[src/rtl/fifo_arb_pkg.sv]
// Shared types and defaults for the FIFO write-port arbiter.
package fifo_arb_pkg;

    typedef enum logic {IDLE, BURST} state_t;

    localparam int DEF_NUM_REQ   = 4;
    localparam int DEF_DATA_BITS = 30;
    localparam int DEF_MAX_BURST = 4;

    // Source-tag width; a single requester still needs one tag bit.
    function automatic int id_bits(input int n);
        return (n > 1) ? $clog2(n) : 1;
    endfunction

endpackage

[src/rtl/fifo_write_arbiter_if.sv]
// Requester handshake plus FIFO write-port signals shared by the arbiter.
interface fifo_write_arbiter_if
    import fifo_arb_pkg::*;
#(
    parameter int NUM_REQ   = DEF_NUM_REQ,
    parameter int DATA_BITS = DEF_DATA_BITS,
    parameter int ID_BITS   = id_bits(NUM_REQ),
    parameter int BITS      = ID_BITS + DATA_BITS
);
    logic [NUM_REQ-1:0]           p_req_valid;
    logic [NUM_REQ*DATA_BITS-1:0] p_req_data;
    logic [NUM_REQ-1:0]           p_req_ready;
    logic                         p_write_en;
    logic [BITS-1:0]              p_write_data;
    logic                         p_write_full;

    modport slave (
        input  p_req_valid, p_req_data, p_write_full,
        output p_req_ready, p_write_en, p_write_data
    );

    modport master (
        output p_req_valid, p_req_data, p_write_full,
        input  p_req_ready, p_write_en, p_write_data
    );
endinterface

[src/rtl/fifo_write_arbiter_rr_pick.sv]
// Round-robin picker: first set request at or after ptr, wrapping.
module rr_pick #(
    parameter int NUM_REQ = 4,
    parameter int ID_BITS = 2
) (
    input  logic [NUM_REQ-1:0] req,
    input  logic [ID_BITS-1:0] ptr,
    output logic [ID_BITS-1:0] idx,
    output logic               any
);
    logic [ID_BITS-1:0] j;

    // Scan from the far end so the candidate nearest ptr overwrites the rest.
    always_comb begin
        idx = '0;
        any = 1'b0;
        j   = '0;
        for (int k = NUM_REQ - 1; k >= 0; k--) begin
            j = ID_BITS'((int'(ptr) + k) % NUM_REQ);
            if (req[j]) begin
                idx = j;
                any = 1'b1;
            end
        end
    end
endmodule

[src/rtl/fifo_write_arbiter.sv]
// Round-robin, burst-bounded sharing of one FIFO write port; entries tagged with source ID.
module fifo_write_arbiter
    import fifo_arb_pkg::*;
#(
    parameter int NUM_REQ   = DEF_NUM_REQ,
    parameter int DATA_BITS = DEF_DATA_BITS,
    parameter int MAX_BURST = DEF_MAX_BURST,
    parameter int ID_BITS   = id_bits(NUM_REQ)
) (
    input  logic                 clk,
    input  logic                 rst,
    fifo_write_arbiter_if.slave  bus,
    output logic [NUM_REQ-1:0]   p_grant,
    output logic                 p_busy,
    output logic [31:0]          p_beat_count
);
    localparam int CNT_W = $clog2(MAX_BURST + 1);

    state_t               state, state_n;
    logic [ID_BITS-1:0]   rr_ptr, gidx, pick_idx;
    logic [CNT_W-1:0]     burst_cnt;
    logic                 pick_any, fire, leave, last_beat;
    logic [DATA_BITS-1:0] slice [NUM_REQ];

    for (genvar i = 0; i < NUM_REQ; i++) begin : g_slice
        assign slice[i] = bus.p_req_data[i*DATA_BITS +: DATA_BITS];
    end

    rr_pick #(.NUM_REQ(NUM_REQ), .ID_BITS(ID_BITS)) u_pick (
        .req (bus.p_req_valid),
        .ptr (rr_ptr),
        .idx (pick_idx),
        .any (pick_any)
    );

    assign last_beat = (burst_cnt == CNT_W'(MAX_BURST - 1));
    assign p_busy    = (state == BURST);

    // rst gates the strobe so an in-flight burst cycle never writes.
    always_comb begin
        state_n          = state;
        fire             = 1'b0;
        leave            = 1'b0;
        bus.p_req_ready  = '0;
        bus.p_write_en   = 1'b0;
        bus.p_write_data = '0;
        case (state)
            IDLE: if (pick_any) state_n = BURST;
            BURST: begin
                fire  = bus.p_req_valid[gidx] && !bus.p_write_full && !rst;
                leave = !bus.p_req_valid[gidx] || (fire && last_beat);
                if (leave) state_n = IDLE;
                bus.p_write_data = {gidx, slice[gidx]};
                if (fire) begin
                    bus.p_req_ready = NUM_REQ'(1) << gidx;
                    bus.p_write_en  = 1'b1;
                end
            end
            default: state_n = IDLE;
        endcase
    end

    always_ff @(posedge clk) begin
        if (rst) begin
            state        <= IDLE;
            rr_ptr       <= '0;
            gidx         <= '0;
            burst_cnt    <= '0;
            p_grant      <= '0;
            p_beat_count <= '0;
        end else begin
            state <= state_n;
            if (state == IDLE && pick_any) begin
                gidx      <= pick_idx;
                p_grant   <= NUM_REQ'(1) << pick_idx;
                burst_cnt <= '0;
            end
            if (fire) begin
                burst_cnt <= burst_cnt + 1'b1;
                if (p_beat_count != '1) p_beat_count <= p_beat_count + 1'b1;
            end
            if (state == BURST && leave) begin
                rr_ptr  <= (gidx == ID_BITS'(NUM_REQ - 1)) ? '0 : gidx + 1'b1;
                p_grant <= '0;
            end
        end
    end
endmodule

[src/flat_wrapper.sv]
// flat-port wrapper written by rule: the top's interface ports become plain ports
module fifo_write_arbiter_flat import fifo_arb_pkg::*;
#(
    parameter int NUM_REQ   = DEF_NUM_REQ,
    parameter int DATA_BITS = DEF_DATA_BITS,
    parameter int MAX_BURST = DEF_MAX_BURST,
    parameter int ID_BITS   = id_bits(NUM_REQ)
)
  (clk, rst, p_grant, p_busy, p_beat_count, bus_p_req_valid, bus_p_req_data, bus_p_write_full, bus_p_req_ready, bus_p_write_en, bus_p_write_data);
  fifo_write_arbiter_if #(.NUM_REQ(NUM_REQ), .DATA_BITS(DATA_BITS), .ID_BITS(ID_BITS)) bus_i ();
  input  logic clk;
  input  logic rst;
  output logic [NUM_REQ-1:0] p_grant;
  output logic p_busy;
  output logic [31:0] p_beat_count;
  input wire logic [$bits(bus_i.p_req_valid)-1:0] bus_p_req_valid;
  input wire logic [$bits(bus_i.p_req_data)-1:0] bus_p_req_data;
  input wire logic [$bits(bus_i.p_write_full)-1:0] bus_p_write_full;
  output wire logic [$bits(bus_i.p_req_ready)-1:0] bus_p_req_ready;
  output wire logic [$bits(bus_i.p_write_en)-1:0] bus_p_write_en;
  output wire logic [$bits(bus_i.p_write_data)-1:0] bus_p_write_data;
  assign bus_i.p_req_valid = bus_p_req_valid;
  assign bus_i.p_req_data = bus_p_req_data;
  assign bus_i.p_write_full = bus_p_write_full;
  assign bus_p_req_ready = bus_i.p_req_ready;
  assign bus_p_write_en = bus_i.p_write_en;
  assign bus_p_write_data = bus_i.p_write_data;
  fifo_write_arbiter #(.NUM_REQ(NUM_REQ), .DATA_BITS(DATA_BITS), .MAX_BURST(MAX_BURST), .ID_BITS(ID_BITS)) u_core (.clk(clk), .rst(rst), .bus(bus_i), .p_grant(p_grant), .p_busy(p_busy), .p_beat_count(p_beat_count));
endmodule
[config.mk]
export PLATFORM = sky130hd
export DESIGN_NAME = fifo_write_arbiter_flat
export DESIGN_NICKNAME = d
export VERILOG_FILES = /design/src/rtl/fifo_arb_pkg.sv /design/src/rtl/fifo_write_arbiter_if.sv /design/src/rtl/fifo_write_arbiter_rr_pick.sv /design/src/rtl/fifo_write_arbiter.sv /design/src/flat_wrapper.sv
export SDC_FILE = /design/constraint.sdc
export NUM_CORES = 1
export LEC_CHECK = 0
export ABC_AREA = 1
export ABC_CLOCK_PERIOD_IN_PS = 2400
export CAP_MARGIN = 10
export CORE_MARGIN = 1.5
export CORE_UTILIZATION = 40
export DETAILED_ROUTE_END_ITERATION = 12
export PLACE_DENSITY = 0.81
export SYNTH_ARGS = -nofsm -noshare
export SYNTH_HDL_FRONTEND = slang
export SYNTH_SLANG_ARGS = --single-unit
[constraint.sdc]
create_clock -name clk -period 2.4 [get_ports clk]
set_clock_uncertainty 0.15 [all_clocks]
set_input_delay 0.24 -clock clk [delete_from_list [all_inputs] [get_ports clk]]
set_output_delay 0.24 -clock clk [all_outputs]
set_load 0.03 [all_outputs]
Word-level counts from Yosys, hierarchy flattened
Cells that the tools add are included.
{"block": "op_classes", "multipliers": 0, "n_bitwise": 2, "n_div": 0, "magnitude_cmp": 6, "reduce_logical": 12, "n_eq_ne": 3, "addsub": 6, "mux": 34, "n_shift": 2}
{"op": "30-bit binary-select mux with 2-bit select", "n": 1}
{"op": "30-bit 2-to-1 mux", "n": 2}
{"op": "32-bit by 1-bit adder with 32-bit output (second input constant)", "n": 1}
{"op": "32-bit 2-to-1 mux", "n": 1}
{"op": "32-bit inequality test (second input constant)", "n": 1}
{"op": "2-bit by 3-bit < comparator with 1-bit output (second input constant)", "n": 5}
{"op": "1-bit 2-to-1 mux", "n": 15}
{"op": "1-bit binary-select mux with 2-bit select", "n": 5}
{"op": "2-bit 2-to-1 mux", "n": 5}
{"op": "4-bit 2-to-1 mux", "n": 2}
{"op": "1-bit by 2-bit left shift with 4-bit output (first input constant)", "n": 2}
{"op": "3-bit 2-to-1 mux", "n": 2}
{"op": "1-bit logical AND", "n": 5}
{"op": "2-bit by 1-bit adder with 2-bit output (second input constant)", "n": 2}
{"op": "2-bit adder (second input constant)", "n": 2}
{"op": "3-bit by 1-bit adder with 3-bit output (second input constant)", "n": 1}
{"op": "3-bit by 2-bit == test with 1-bit output (second input constant)", "n": 1}
{"op": "3-bit >= comparator (second input constant)", "n": 1}
{"op": "1-bit logical NOT", "n": 3}
{"op": "2-bit inverter with 3-bit output", "n": 1}
{"op": "2-bit == test (second input constant)", "n": 1}
{"op": "1-bit case mux with 2 select lines", "n": 1}
{"op": "2-bit AND reduction", "n": 1}
{"op": "2-bit nonzero test", "n": 1}
{"op": "other kinds (3)", "n": 3}
{"block": "word_totals", "output_inout_bits": 74, "romBits": 0, "latch_bits": 0, "ff_bits": 44, "ram_bits": 0, "memories": 0}

Logic depth before layout (Yosys ltp)
Gate-level depths: netlist of the first run.
{"block": "depth", "depth_word": 10, "mapped_depth": 13, "depth_no_buf": 12}

Cells and area by module
A second synthesis of the first run with hierarchy kept.
{"block": "unflattened", "cells_unflattened": 706, "hier_area_um2": 3971.3}
{"module": "fifo_write_arbiter", "n_inst": 1, "cells_per_inst": 662, "area_per_inst_um2": 3756.1}
{"module": "rr_pick", "n_inst": 1, "cells_per_inst": 44, "area_per_inst_um2": 215.2}

Worst setup path before layout of the first run
Ideal clock, no wire load.
{"block": "synth_timing", "path_type": "reg2reg", "from": "reg u_core.p_beat_count[0]", "to": "reg u_core.p_beat_count[9]", "n_path_buf": 1, "setup_slack_ps": 284, "arrival_ps": 1834, "required_ps": 2118, "stages_incl_launch_ff": 12, "path_cell_list": "dfxtp_1 -> ha_1 -> nand2_2 -> nor2_4 -> nand2_2 -> nor2_2 -> nand2_1 -> nand2_4 -> inv_4 -> buf_6 -> nand2_1 -> a21oi_1"}
{"block": "synth_via", "elab_chain_len": 2, "elab_cells_between_ends": 3}
{"item": "start: declaration", "line": "fifo_write_arbiter.sv:15", "source": "output logic [31:0] p_beat_count"}
{"item": "start signal: assignment", "line": "fifo_write_arbiter.sv:80", "source": "if (p_beat_count != '1) p_beat_count <= p_beat_count + 1'b1;"}
{"item": "branches (longest 2 deep; another with 32-bit by 1-bit adder with 32-bit output)"}
Parallel ways; which one is timed is not known.
A chain may end at the register's enable or synchronous reset.

Final worst setup path of the first run
{"block": "layout_timing", "from": "reg u_core.gidx[0]", "to": "out bus_p_write_data[24]"}
{"block": "layout_via", "elab_chain_len": 5}
{"item": "start: declaration", "line": "fifo_write_arbiter.sv:20", "source": "logic [ID_BITS-1:0] rr_ptr, gidx, pick_idx;"}
{"item": "start signal: assignment", "line": "fifo_write_arbiter.sv:74", "source": "gidx <= pick_idx;"}
{"item": "2-bit inverter with 3-bit output (not written as such)", "line": "fifo_write_arbiter.sv:53", "source": "bus.p_write_data = {gidx, slice[gidx]};"}
{"item": "30-bit binary-select mux with 2-bit select", "line": "fifo_write_arbiter.sv:53"}
{"item": "30-bit 2-to-1 mux (not written as such) (2 in a row)", "line": "fifo_write_arbiter.sv:53"}
{"item": "32-bit 2-to-1 mux", "line": "fifo_write_arbiter.sv:47", "source": "case (state)"}
{"item": "end: declaration", "line": "flat_wrapper.sv:21", "source": "output wire logic [$bits(bus_i.p_write_data)-1:0] bus_p_write_data;"}
No other way between the ends. The select of a mux whose other input is x is not followed.

==> impl_metrics.tcl, run 1 <==
set metrics [dict create \
    synth_xor_area_share_pct 3.14 \
    worstSetupStartpointType "flip-flop" \
    criticalPathCategory "flip-flop to output pin" \
    rsz0062_at_grt "false" \
    tns_ns 0 \
    slew_viol_final 0 \
    syn_area_per_cell_um2 5.53 \
    vias_per_cell 5.12 \
    ctsHoldBuffers 0 \
    power_w 0.00315 \
    holdPathStages 2 \
    fin_hold_ws_ns 0.327 \
    synth.ff_latch_count 44 \
    crit_start "u_core.gidx[0]" \
    hold_end "u_core.burst_cnt[1]" \
    yosys_warnings 0 \
    cts_max_path_buffers 2 \
    setup_viol 0 \
    placed_cell_area_um2 6010 \
    ant_nets 0 \
    p_leak_nw 2.40 \
    syn_inst 706 \
    hold_viol 0 \
    synthAdderAreaFrac_pct 2.24 \
    die_area_um2 10400 \
    required_ns 2.01 \
    synth_compound_area_share_pct 18.7 \
    r2r-end "u_core.p_beat_count[5]" \
    fp.dieW_um 102 \
    r2r_cells 10 \
    cts.htree.levels 2 \
    dpl.hpwl_mm 12.9 \
    overflow 0 \
    synth.largest_area_cell "dfxtp_1" \
    cts_root_buffer "clkbuf_8" \
    reg2reg_from "u_core.p_beat_count[1]" \
    track_usage_pct 30.5 \
    period_minus_slack_ns 2.24 \
    core_area_um2 9370 \
    grt_max_degree 58 \
    post_layout_nonfiller_instances 1027 \
    cp_max_fo 54 \
    min_path_type "flip-flop to flip-flop" \
    drc 0 \
    drt_first_pass_iters 5 \
    globalplace.congestion 0.977 \
    maxCapViolations 0 \
    critPathArrivalTime_ns 1.85 \
    route.final.wire_length_mm 16.4 \
    grt_pass1_wl_mm 24.6 \
    pin_count 201 \
    vias 5262 \
    p_per_area_nw_per_um2 515 \
    worstSetupEndpointType "output pin" \
    grt_pass1_vias 4815 \
    fp.dieH_um 102 \
    areaGrowthSynthToFinish_pct 56.4 \
    synth_top_area_share_pct 22.5 \
    synth.area.top_cells "dfxtp_1 23%, nor2_1 18%, nand2_1 17%" \
    synth_top_family_by_area "simple AND/OR/NAND/NOR gates" \
    wl_per_cell_um 16.0 \
    cts_buffers 5 \
    status "completed" \
    r2r_slack_ns 0.23 \
    ys_seq_area_share_pct 22.5 \
    syn_nets 840 \
    ir_drop_v 0.000417 \
    start_util_pct 41.7 \
    drt-initial-drc-count 294 \
    worstSkewPairLatency_ns 0.30 \
    cts.sink_count 44 \
    fp-row-count 35 \
    port_buffers 200 \
    syn_area_um2 3910 \
    ys_types 33 \
    dp_cells 1017 \
    slew_headroom_pct 71.3 \
    fmax_mhz 446 \
    grt_antenna_before_repair 2 \
    layout_worst_path_cycle_share_pct 93.4 \
    cts_tree "yes" \
    fin_nets 1029 \
    cts.clk_slew.worst_paths_ns 0.08 \
    min_from "u_core.burst_cnt[1]" \
    worst_pin_slew_ns 0.430 \
    synthSimpleGateAreaFrac_pct 43.9 \
    layout-drive-gt1-share_pct 8.82 \
    final_area_um2 6110 \
    muxShareOfSynthArea_pct 0 \
]
-- state kept, by name, indices dropped and copies added, names as in the netlist --
signal / count
u_core.p_beat_count: 32
u_core.p_grant: 4
u_core.burst_cnt: 3
u_core.gidx: 2
u_core.rr_ptr: 2
u_core.p_busy: 1
-- layout make-up --
cell class / instances / area [µm²]
fillers: 900 / 3260
multi-input cells: 579 / 2660
repair buffers: 216 / 2120
flip-flops and latches: 44 / 882
inverters: 49 / 186
well taps: 129 / 161
clock buffers: 6 / 82.6
clock inverters: 2 / 13.8
diodes: 2 / 5.00
-- timing repair --
item                       CTS  global route
setup endpoints to repair    0             9
buffers inserted             0             0
resized for setup            0             2
-- worst max-delay path: stages, from the launching register on --
cell	delay [ns]
dfxtp_2	0.51
buf_12	0.28
nor2_1	0.08
nor2_1	0.08
o21ai_0	0.13
a21oi_1	0.28
buf_12	0.16
-- synth_stat cells (all sizes together) --
cell type and instances:
a21oi 67, and3 1, buf 9, clkbuf 25, dfxtp 44, ha 7
inv 49, nand2 178, nand3 21, nand3b 6, nand4 6, nor2 191
nor3 9, nor3b 1, o211ai 2, o21a 1, o21ai 73, o21bai 1
or2 1, xnor2 2, xor2 12
-- per-stage QoR --
step / setup slack (ns) / util, %
6_report: 0.158 / 65.2
2_1_floorplan: 0.284 / -
3_5_place_dp: 0.200 / 64.1
5_1_grt: 0.00881 / 65.2
4_1_cts: 0.116 / 65.1
3_3_place_gp: 0.309 / 64.1
-- worst max path at each step --
stage                                  end  slack (ns)  cells past startpoint
detailed placement  u_core.p_beat_count[5]        0.20                     10
finish                bus_p_write_data[24]        0.16                      6
CTS                    bus_p_write_data[8]        0.12                      5
global route          bus_p_write_data[24]       0.009                      6
floorplan           u_core.p_beat_count[9]        0.28                     11
global placement    u_core.p_beat_count[8]        0.31                     11
-- layout by cell type (no fill, tap or decap), drive strengths merged --
cell / synthesis / layout
o211ai: 2 / 2
xor2: 12 / 12
o21a: 1 / 1
inv: 49 / 50
nand4: 6 / 6
or2: 1 / 1
xnor2: 2 / 2
ha: 7 / 7
nor2: 191 / 191
and3: 1 / 1
nor3b: 1 / 1
clkbuf: 25 / 6
clkdlybuf4s50: 0 / 165
nand3: 21 / 21
dfxtp: 44 / 44
a21oi: 67 / 67
clkinv: 0 / 1
buf: 9 / 51
o21bai: 1 / 1
diode: 0 / 2
nand3b: 6 / 6
nand2: 178 / 178
nor3: 9 / 9
o21ai: 73 / 73
-- where the power goes --
part	total (W)	internal, W	switching [W]
clock network	0.000502	0.000236	0.000266
logic	0.00182	0.000734	0.00109
registers	0.000824	0.000766	0.0000589
-- layer usage --
layer / global-route usage [%] / up-vias / part of all wire, %
li1: - / 2625 / -
met4: 13.4 / 0 / 3.7
met5: 0 / - / 0
met3: 5.95 / 33 / 8.3
met2: 50.3 / 233 / 45
met1: 38.7 / 2371 / 43
-- logic make-up after synthesis --
kind of cell / count (synthesis)
and+or+nand+nor: 414
AOI/OAI and AO/OA: 144
buffers and inverters: 83
DFF: 44
xor gates and xnor gates: 14
adders and majority gates: 7
(Power assumes the default switching activity.)
==> run 2, diff against run 1 <==
CORE_UTILIZATION = 41   (was 40)
PLACE_DENSITY = 0.82   (was 0.81)
==> impl_metrics.tcl, run 2 (synthesized netlist as in run 1, its figures left out) <==
set metrics [dict create \
    reg2reg_from "u_core.p_beat_count[1]" \
    globalplace.congestion 0.976 \
    fillCellCount 869 \
    fp-row-count 35 \
    cts_tree "yes" \
    cts.clk_slew.worst_paths_ns 0.08 \
    drt_first_pass_iters 5 \
    cts_max_path_buffers 2 \
    fmax_mhz 435 \
    areaGrowthSynthToFinish_pct 56.6 \
    r2r-end "u_core.p_beat_count[0]" \
    vias_per_cell 5.16 \
    start_util_pct 42.3 \
    holdPathStages 2 \
    route.final.wire_length_mm 17.0 \
    largest_register_ffs 32 \
    tns_ns 0 \
    critPathArrivalTime_ns 1.91 \
    cp_max_fo 61 \
    cts.sink_count 44 \
    fp.dieH_um 101 \
    min_from "u_core.burst_cnt[2]" \
    multi_input_area_um2 2660 \
    drc 0 \
    overflow 0 \
    r2r_cells 10 \
    criticalPathCategory "flip-flop to output pin" \
    fin_ws_ns 0.103 \
    grt_antenna_before_repair 2 \
    period_minus_slack_ns 2.30 \
    worst_pin_slew_ns 0.582 \
    grt_max_degree 62 \
    r2r_slack_ns 0.27 \
    ff_latch_area_um2 882 \
    required_ns 2.01 \
    hold_end "u_core.burst_cnt[2]" \
    wl_per_cell_um 16.6 \
    track_usage_pct 32.9 \
    fp.dieW_um 101 \
    dpl.hpwl_mm 13.4 \
    placed_cell_area_um2 6020 \
    place_ws_ns 0.210 \
    post_cts_buffers 0 \
    grt_pass1_wl_mm 26.0 \
    slew_viol_final 0 \
    post_cts_resize_count 0 \
    top_register "u_core.p_beat_count" \
    cts_root_buffer "clkbuf_8" \
    ctsHoldBuffers 0 \
    final_cell_mix "186 x nor2_1, 174 x nand2_1, 165 x clkdlybuf4s50_1, 71 x o21ai_0, 67 x a21oi_1" \
    power_w 0.00319 \
    port_buffers 200 \
    ant_nets 0 \
    cts_buffers 5 \
    fin_hold_ws_ns 0.318 \
    layout_commonest_cell "nor2_1" \
    rsz0062_at_grt "false" \
    grt_pass1_vias 4938 \
    worstSetupEndpointType "output pin" \
    ir_drop_v 0.000562 \
    fin_nets 1029 \
    p_per_area_nw_per_um2 521 \
    maxCapViolations 0 \
    core_area_um2 9240 \
    cts.htree.levels 2 \
    pin_count 201 \
    setup_viol 0 \
    layout_worst_path_cycle_share_pct 95.7 \
    die_area_um2 10100 \
    status "completed" \
    worstSkewPairLatency_ns 0.30 \
    drt-initial-drc-count 352 \
    reg_top3 "u_core.p_beat_count (32), u_core.p_grant (4), u_core.burst_cnt (3)" \
    vias 5298 \
    worstSetupStartpointType "flip-flop" \
    min_path_type "flip-flop to flip-flop" \
    p_leak_nw 2.40 \
    final_area_um2 6120 \
    layout-drive-gt1-share_pct 8.71 \
    slew_headroom_pct 61.1 \
    hold_viol 0 \
]
==> run 2: cell types whose count changed in the layout (fill, tap and decap cells not counted) <==
cell,delta
buf_12,+1
buf_4,-1
clkbuf_1,+1
clkinv_2,-1
clkinvlp_4,+1
inv_6,-1
o21ai_0,+1
o21ai_1,-1
==> run 2: critical path: stages, from the launching register on <==
cell and delay (ns):
dfxtp_2 0.43, buf_12 0.29, nor2_1 0.08, nor2_1 0.11, o21ai_0 0.13, a21oi_1 0.26, buf_4 0.19, buf_12 0.11
==> run 2: per-layer routing <==
layer | part of all wire, % | up-vias | global-route usage [%]
met3 | 8.0 | 19 | 5.06
li1 | - | 2638 | -
met1 | 43 | 2392 | 42.3
met2 | 47 | 249 | 57.3
met4 | 1.6 | 0 | 8.34
met5 | 0 | - | 0
==> run 2: how the worst max path moves through the flow <==
| stage | cells past startpoint | slack (ns) | to | from |
|---|---|---|---|---|
| after floorplan | 11 | 0.28 | u_core.p_beat_count[9] | u_core.p_beat_count[0] |
| after global placement | 11 | 0.27 | u_core.p_beat_count[8] | u_core.p_beat_count[1] |
| after detailed placement | 11 | 0.21 | u_core.p_beat_count[8] | u_core.p_beat_count[1] |
| after CTS | 7 | 0.14 | bus_p_write_data[10] | u_core.gidx[0] |
| after global routing | 7 | 0.009 | bus_p_write_data[10] | u_core.gidx[0] |
| final | 7 | 0.10 | bus_p_write_data[10] | u_core.gidx[0] |
==> run 2: stage by stage <==
stage | utilization, % | std cells
after CTS | 66.2 | 1025
after global routing | 66.2 | 1027
after detailed placement | 65.1 | 1017
after floorplan | - | 706
final | 66.2 | 1027
after global placement | 65.1 | 1017
==> run 2: final cells by class <==
cell class              count  share of cell area [%]
diodes                      2                  0.0818
clock buffers               7                    1.41
clock inverters             1                   0.123
inverters                  49                    3.05
multi-input cells         579                    43.4
flip-flops and latches     44                    14.4
well taps                 129                    2.64
repair buffers            216                    34.9
==> run 2: power breakdown <==
part           leakage [nW]  switching [W]  internal [W]
Combinational          2.00        0.00113      0.000755
Sequential            0.356      0.0000500      0.000765
Clock                0.0445       0.000256      0.000234
==> run 3, diff against run 2 <==
CTS_CLUSTER_DIAMETER = 50   (was not set)
==> results of run 3 <==
The final DEF is identical to that of run 2; final timing and power are the same.
